File: src/rtl/osc_freq_meter.sv
// osc_freq_meter: counts rising edges of one selected async oscillator over a gated clk window
// Ports: clk, rst (sync, active-high); osc_in[N_CH] async oscillators; ch_sel/gate_sel/mode_cont
// select channel, window G = GATE_BASE << gate_sel and continuous re-arm; start/abort control;
// busy (in GATE), done (1-cycle result pulse), count/ovf/ch_out hold the last completed window.
// Optional OSC_MINMAX_EN: stats_clr input, min_cnt/max_cnt running extremes of completed windows.
module osc_freq_meter #(
  parameter int N_CH = 4,
  parameter int CNT_W = 16,
  parameter int GATE_BASE = 1000,
  localparam int CH_W = N_CH > 1 ? $clog2(N_CH) : 1
) (
  input  logic             clk,
  input  logic             rst,
  input  logic [N_CH-1:0]  osc_in,
  input  logic [CH_W-1:0]  ch_sel,
  input  logic [1:0]       gate_sel,
  input  logic             mode_cont,
  input  logic             start,
  input  logic             abort,
`ifdef OSC_MINMAX_EN
  input  logic             stats_clr,
  output logic [CNT_W-1:0] min_cnt,
  output logic [CNT_W-1:0] max_cnt,
`endif
  output logic             busy,
  output logic             done,
  output logic [CNT_W-1:0] count,
  output logic             ovf,
  output logic [CH_W-1:0]  ch_out
);
  localparam int WW = $clog2((GATE_BASE << 3) + 1);
  localparam logic [WW-1:0] GB = WW'(GATE_BASE);
  typedef enum logic {IDLE, GATE} state_t;
  state_t st;
  logic [N_CH-1:0] s1, s2, s3;
  logic [(1 << CH_W)-1:0] ep;
  logic [CH_W-1:0] ch_l;
  logic [WW-1:0] win, g;
  logic [CNT_W-1:0] cnt, nxt;
  logic acc, e, sat, nov, ld;
  // Edge vector padded to the full select range so unused codes read as a dead input.
  always_comb begin
    ep = '0;
    ep[N_CH-1:0] = s2 & ~s3;
    e = ep[ch_l];
    sat = &cnt;
    nxt = (e && !sat) ? cnt + 1'b1 : cnt;
    nov = acc | (e & sat);
    g = GB << gate_sel;
    ld = st == GATE && !abort && win == WW'(1);
  end
  assign busy = st == GATE;
  always_ff @(posedge clk) begin
    if (rst) begin
      st <= IDLE;
      {s1, s2, s3} <= '0;
      ch_l <= '0;
      win <= '0;
      cnt <= '0;
      acc <= 1'b0;
      done <= 1'b0;
      count <= '0;
      ovf <= 1'b0;
      ch_out <= '0;
    end else begin
      s1 <= osc_in;
      s2 <= s1;
      s3 <= s2;
      done <= 1'b0;
      if (st == IDLE) begin
        if (start && !abort) begin
          ch_l <= ch_sel;
          win <= g;
          cnt <= '0;
          acc <= 1'b0;
          st <= GATE;
        end
      end else if (abort) begin
        st <= IDLE;
      end else if (ld) begin
        count <= nxt;
        ovf <= nov;
        ch_out <= ch_l;
        done <= 1'b1;
        cnt <= '0;
        acc <= 1'b0;
        if (mode_cont) begin
          ch_l <= ch_sel;
          win <= g;
        end else st <= IDLE;
      end else begin
        win <= win - 1'b1;
        cnt <= nxt;
        acc <= nov;
      end
    end
  end
`ifdef OSC_MINMAX_EN
  // A clear coincident with a result restarts the extremes from that result.
  always_ff @(posedge clk) begin
    if (rst) begin
      min_cnt <= '1;
      max_cnt <= '0;
    end else if (ld) begin
      min_cnt <= (stats_clr || nxt < min_cnt) ? nxt : min_cnt;
      max_cnt <= (stats_clr || nxt > max_cnt) ? nxt : max_cnt;
    end else if (stats_clr) begin
      min_cnt <= '1;
      max_cnt <= '0;
    end
  end
`endif
endmodule

File: config.mk
export PLATFORM = sky130hd
export DESIGN_NAME = osc_freq_meter
export DESIGN_NICKNAME = d
export VERILOG_FILES = /design/src/rtl/osc_freq_meter.sv
export SDC_FILE = /design/constraint.sdc
export NUM_CORES = 1
export LEC_CHECK = 0
export BUFFER_PORTS_ARGS = -buffer_cell sky130_fd_sc_hd__buf_2
export CAP_MARGIN = 10
export CORE_MARGIN = 3
export CORE_UTILIZATION = 30
export DETAILED_ROUTE_END_ITERATION = 6
export PLACE_DENSITY = 0.51
export SLEW_MARGIN = 5
export SYNTH_ARGS = -nofsm -noshare
export SYNTH_HDL_FRONTEND = slang
export SYNTH_SLANG_ARGS = --single-unit
File: constraint.sdc
create_clock -name clk -period 3.78 [get_ports clk]
set_input_delay 0.189 -clock clk [delete_from_list [all_inputs] [get_ports clk]]
set_output_delay 0.189 -clock clk [all_outputs]
set_load 0.05 [all_outputs]
# ---- Yosys cells after proc, flatten, opt, wreduce, memory -nomap -nowiden
# Cells that the tools add are included.
dict set report word_totals {
  regBits 65
  inputBits 13
}
dict set report op_classes {
  bitwise_logic 6
  add_sub_neg 2
  n_shift 1
  n_eq_ne 5
  magnitude_cmp 1
  muxes 27
  n_reduce_logical 13
}
# cell count
set ops {}
lappend ops {{$mux 16} 5}
lappend ops {{$mux 13} 5}
lappend ops {{$add 16x1->16 const B} 1}
lappend ops {{$reduce_and 16->1} 1}
lappend ops {{$eq 13x1->1 const B} 1}
lappend ops {{$shl 10x2->13 const A} 1}
lappend ops {{$sub 13x1->13 const B} 1}
lappend ops {{$mux 1} 11}
lappend ops {{$mux 2} 5}
lappend ops {{$reduce_and 3->1} 2}
lappend ops {{$and 4x4->4} 1}
lappend ops {{$logic_and 1x1->1} 4}
lappend ops {{$ne 2x2->1 const B} 2}
lappend ops {{$not 4->4} 1}
lappend ops {{$reduce_and 4->1} 1}
lappend ops {{$lt 2x3->1 const B} 1}
lappend ops {{$ne 3x3->1 const B} 1}
lappend ops {{$reduce_or 3->1} 1}
lappend ops {{$bmux 1 s2} 1}
lappend ops {{$logic_not 1->1} 2}
lappend ops {{$ne 2x1->1 const B} 1}
lappend ops {{$not 1->1} 2}
lappend ops {{$reduce_and 2->1} 1}
lappend ops {{$reduce_bool 2->1} 1}
lappend ops {{other kinds (2)} 2}

# ---- Longest topological paths before layout
dict set report depth {
  depth_word 9
  ltp_mapped 9
  mapped_depth_nobuf 7
}

# ---- Least setup slack after synthesis
# Ideal clock, no wire load.
dict set report synth_path {
  path_type {register to register}
  startpoint {reg st, in the netlist busy}
  endpoint {reg cnt[13]}
  period_less_slack_ns 2.036
  stages_incl_launch_ff 7
  path_slack_ns 1.744
  required_ns 3.701
  t_arrival_ns 1.957
  path_buffers 1
  setup_ns 0.079
  path_cell_list {dfxtp_1 -> inv_1 -> a41o_1 -> or3_1 -> buf_2 -> or3_1 -> o211ai_1}
}
dict set report synth_via {
  elab_chain_cells 5
}
# element line
set synth_rtl {}
lappend synth_rtl {{start, declared} 34} ;# state_t st;
lappend synth_rtl {{start signal, assigned} 55} ;# st <= IDLE;
lappend synth_rtl {{start signal, assigned} 76} ;# st <= GATE;
lappend synth_rtl {{start signal, assigned} 79} ;# st <= IDLE;
lappend synth_rtl {{$logic_and 1x1->1 (2 in series)} 50} ;# ld = st == GATE && !abort && win == WW'(1);
lappend synth_rtl {{$mux 16} 80} ;# end else if (ld) begin
lappend synth_rtl {{$mux 16} 78} ;# end else if (abort) begin
lappend synth_rtl {{$mux 16} 70} ;# if (st == IDLE) begin
lappend synth_rtl {{end signal, assigned} 93} ;# cnt <= nxt;
lappend synth_rtl {{end, declared} 39} ;# logic [CNT_W-1:0] cnt, nxt;
# Several ways; a longest one is shown, not always the timed one. The select of a mux whose other input is x is not followed.
# A chain may end at the register's enable or synchronous reset.

# ---- Worst setup path after layout
dict set report layout_path {
  startpoint {reg win[0]}
  endpoint {reg cnt[1]}
}
dict set report layout_via {
  elab_chain_cells 5
}
# element line
set layout_rtl {}
lappend layout_rtl {{start, declared} 38} ;# logic [WW-1:0] win, g;
lappend layout_rtl {{start signal, assigned} 73} ;# win <= g;
lappend layout_rtl {{start signal, assigned} 89} ;# win <= g;
lappend layout_rtl {{start signal, assigned} 92} ;# win <= win - 1'b1;
lappend layout_rtl {{$eq 13x1->1} 50}
lappend layout_rtl {{$logic_and 1x1->1} 50}
lappend layout_rtl {{$mux 16} 80}
lappend layout_rtl {{$mux 16} 78}
lappend layout_rtl {{$mux 16} 70}
# No other way between the ends. The select of a mux whose other input is x is not followed.

==> impl_metrics.toml <==
[sta]
rsz0062_at_grt = "false"
setup_viol = 0
tns_ns = 0
slew_violations = 0
fin_crit_sh = 0.674
fin_hold_ws_ns = 0.0494
hold_violations = 0
slew_headroom = 0.350
max_clock_freq_mhz = 393
tightest_slew_ns = 0.975
final.setup_skew_ns = 0.00908
period_needed_ns = 2.55
fin_ws_ns = 1.23

[global_routing]
grt_pass1_vias = 2635
grt_overflow = 0
grt_antenna_before_repair = 0
grtUsageTotal = 0.141
grt_max_degree = 53
grt_pass1_wl_mm = 13.3

[setup_path]
arrival_ns = 2.78
cp.required_ns = 4.02
path_cells = "ha_1, nor4b_2, a41o_1, or3_1, o21ai_1, a32o_1"
max_stage_delay_ns = 0.58
critPathMaxFanout = 15
crit_path_start_kind = "register"
slowest_stage = "a41o_1"
end_kind = "register"
timing_worst_setup_path_type = "reg2reg"

[place]
dp_hpwl_mm = 5.34
dp_slack_ns = 1.26
place_congestion = 0.833
numPortBuffers = 33
placed_area_um2 = 3450

[floorplanning]
start_util = 0.311
fp.dieH_um = 110
die_area_um2 = 12000
num_rows = 37
core_area_um2 = 10400
ioPinCount = 34
die_width_um = 110

[layout]
utilization = 0.353
drive_gt1_frac = 0.165
design_area_um2 = 3660
final_nets = 406
antenna_cells = 0
areaGrowthSynthToFinish_pct = 13.4

[clocking]
tritoncts = "built"
ctsHoldBuffers = 0
cts.sinks = 65
cts_buffers = 9
cts.repair.resized = 0
cts.reportedPaths.clkPinSlew_ns = 0.08
postCtsSetupRepairBufs = 0
clockRootBuffer = "clkbuf_8"
clkLatencyLatePin_ns = 0.34
cts_max_level = 3
cts_buffer_depth = 2

[logic_synthesis]
yosysMostFrequentCell = "dfxtp_1"
yosysTopAreaCell = "dfxtp_1"
syn_inst = 369
synth_top_area_frac = 0.403
syn_area_per_cell_um2 = 8.74
yosys-top-cells-area = "dfxtp_1 (40%), nor2_1 (4.2%), a211oi_1 (4.0%)"
ys_seq_area_frac = 0.403
ys_warn_count = 0
synth_common_cells = "dfxtp_1 (65), nor2_1 (36), a21oi_1 (20), nand2_1 (20)"
synth-edff-count = 0
synthArstFlopShare = 0
netlist_area_um2 = 3230
synthFlopType = "dfxtp_1"
synthesis.nets = 385
yosys_register_bits = 65
post_synth_num_cell_types = 56

[pwr]
p_leak_nw = 1.30
max-vdd-ir-drop_v = 0.000143
power-per-cell-area_nw_per_um2 = 402

[route]
final_antenna_net_count = 0
drc_errors = 0
drt_wl_total_mm = 7.75
drtIter0Drc = 141
dr.pass1.iters = 5
wl_per_cell_um = 14.6
vias = 2764
vias_per_cell = 5.21

[outcome]
status = "finished clean"

[flow_run]
max_cap_viol_count = 0

[hold_path]
hold_path.class = "in2reg"
cells in the final DEF (no fill, tap or decap), drive strengths merged, types with 13 or more instances in the layout:
cell	Yosys	final
a211oi	20	20
nand2	20	20
nand3	13	13
nor2b	16	16
nor3	14	14
buf	12	35
dfxtp	65	65
a21oi	20	20
nor2	36	36
o21ai	19	19
metal layers:
metal | track usage | up-vias | part of all wire
li1 | - | 1412 | -
met1 | 0.199 | 1280 | 0.50
met2 | 0.202 | 70 | 0.45
met3 | 0.0399 | 2 | 0.050
met4 | 0.0516 | 0 | 0.0053
met5 | 0 | - | 0
final cells by class:
type                       count  area, µm²
clock buffer                  10        138
clock inverter                 6       66.3
fill                        1098       6710
inverter                       9       33.8
multi-input combinational    270       1770
sequential                    65       1300
tap                          136        170
timing repair buffer          35        180
power breakdown:
part	switching, W	internal (W)
combinational	0.0000882	0.0000479
clock	0.000290	0.000323
sequential	0.0000188	0.000703
total	0.000397	0.00107
sequential cells by signal, summed over array words and instances, names as in the netlist:
signal  count
acc         1
busy        1
ch_l        2
ch_out      2
cnt        16
count      16
done        1
ovf         1
s1          4
s2          4
s3          4
win        13
worst paths after layout:
check                               start  endpoint  slack [ns]  cells past startpoint
worst min register to register      s1[3]     s2[3]        0.44                      1
worst min-delay path            osc_in[2]     s1[2]        0.05                      2
worst max register to register     win[0]    cnt[1]        1.23                      6
worst max-delay path               win[0]    cnt[1]        1.23                      6
kinds of logic after synthesis:
kind of cell | after synthesis | synth area share
AO/OA/AOI/OAI | 101 | 0.223
XOR/XNOR | 14 | 0.0380
adder cells (fa/ha/maj) | 3 | 0.0116
buffers and inverters | 34 | 0.0500
flip-flops | 65 | 0.403
multiplexers | 5 | 0.0233
AND/OR/NAND/NOR | 147 | 0.251
stage by stage:
step           power (W)  std cells
2_1_floorplan   0.000837        369
4_1_cts          0.00150        531
3_3_place_gp    0.000871        515
5_1_grt          0.00155        531
3_5_place_dp    0.000872        515
6_report         0.00147        531
critical path, delay by kind of cell (launching register included):
kind | cells | cell delay (ns)
AOI/OAI and AO/OA | 3 | 0.97
and+or+nand+nor | 2 | 0.89
DFF | 1 | 0.42
adders and majority gates | 1 | 0.17
Power figures use the tool's default switching activity.
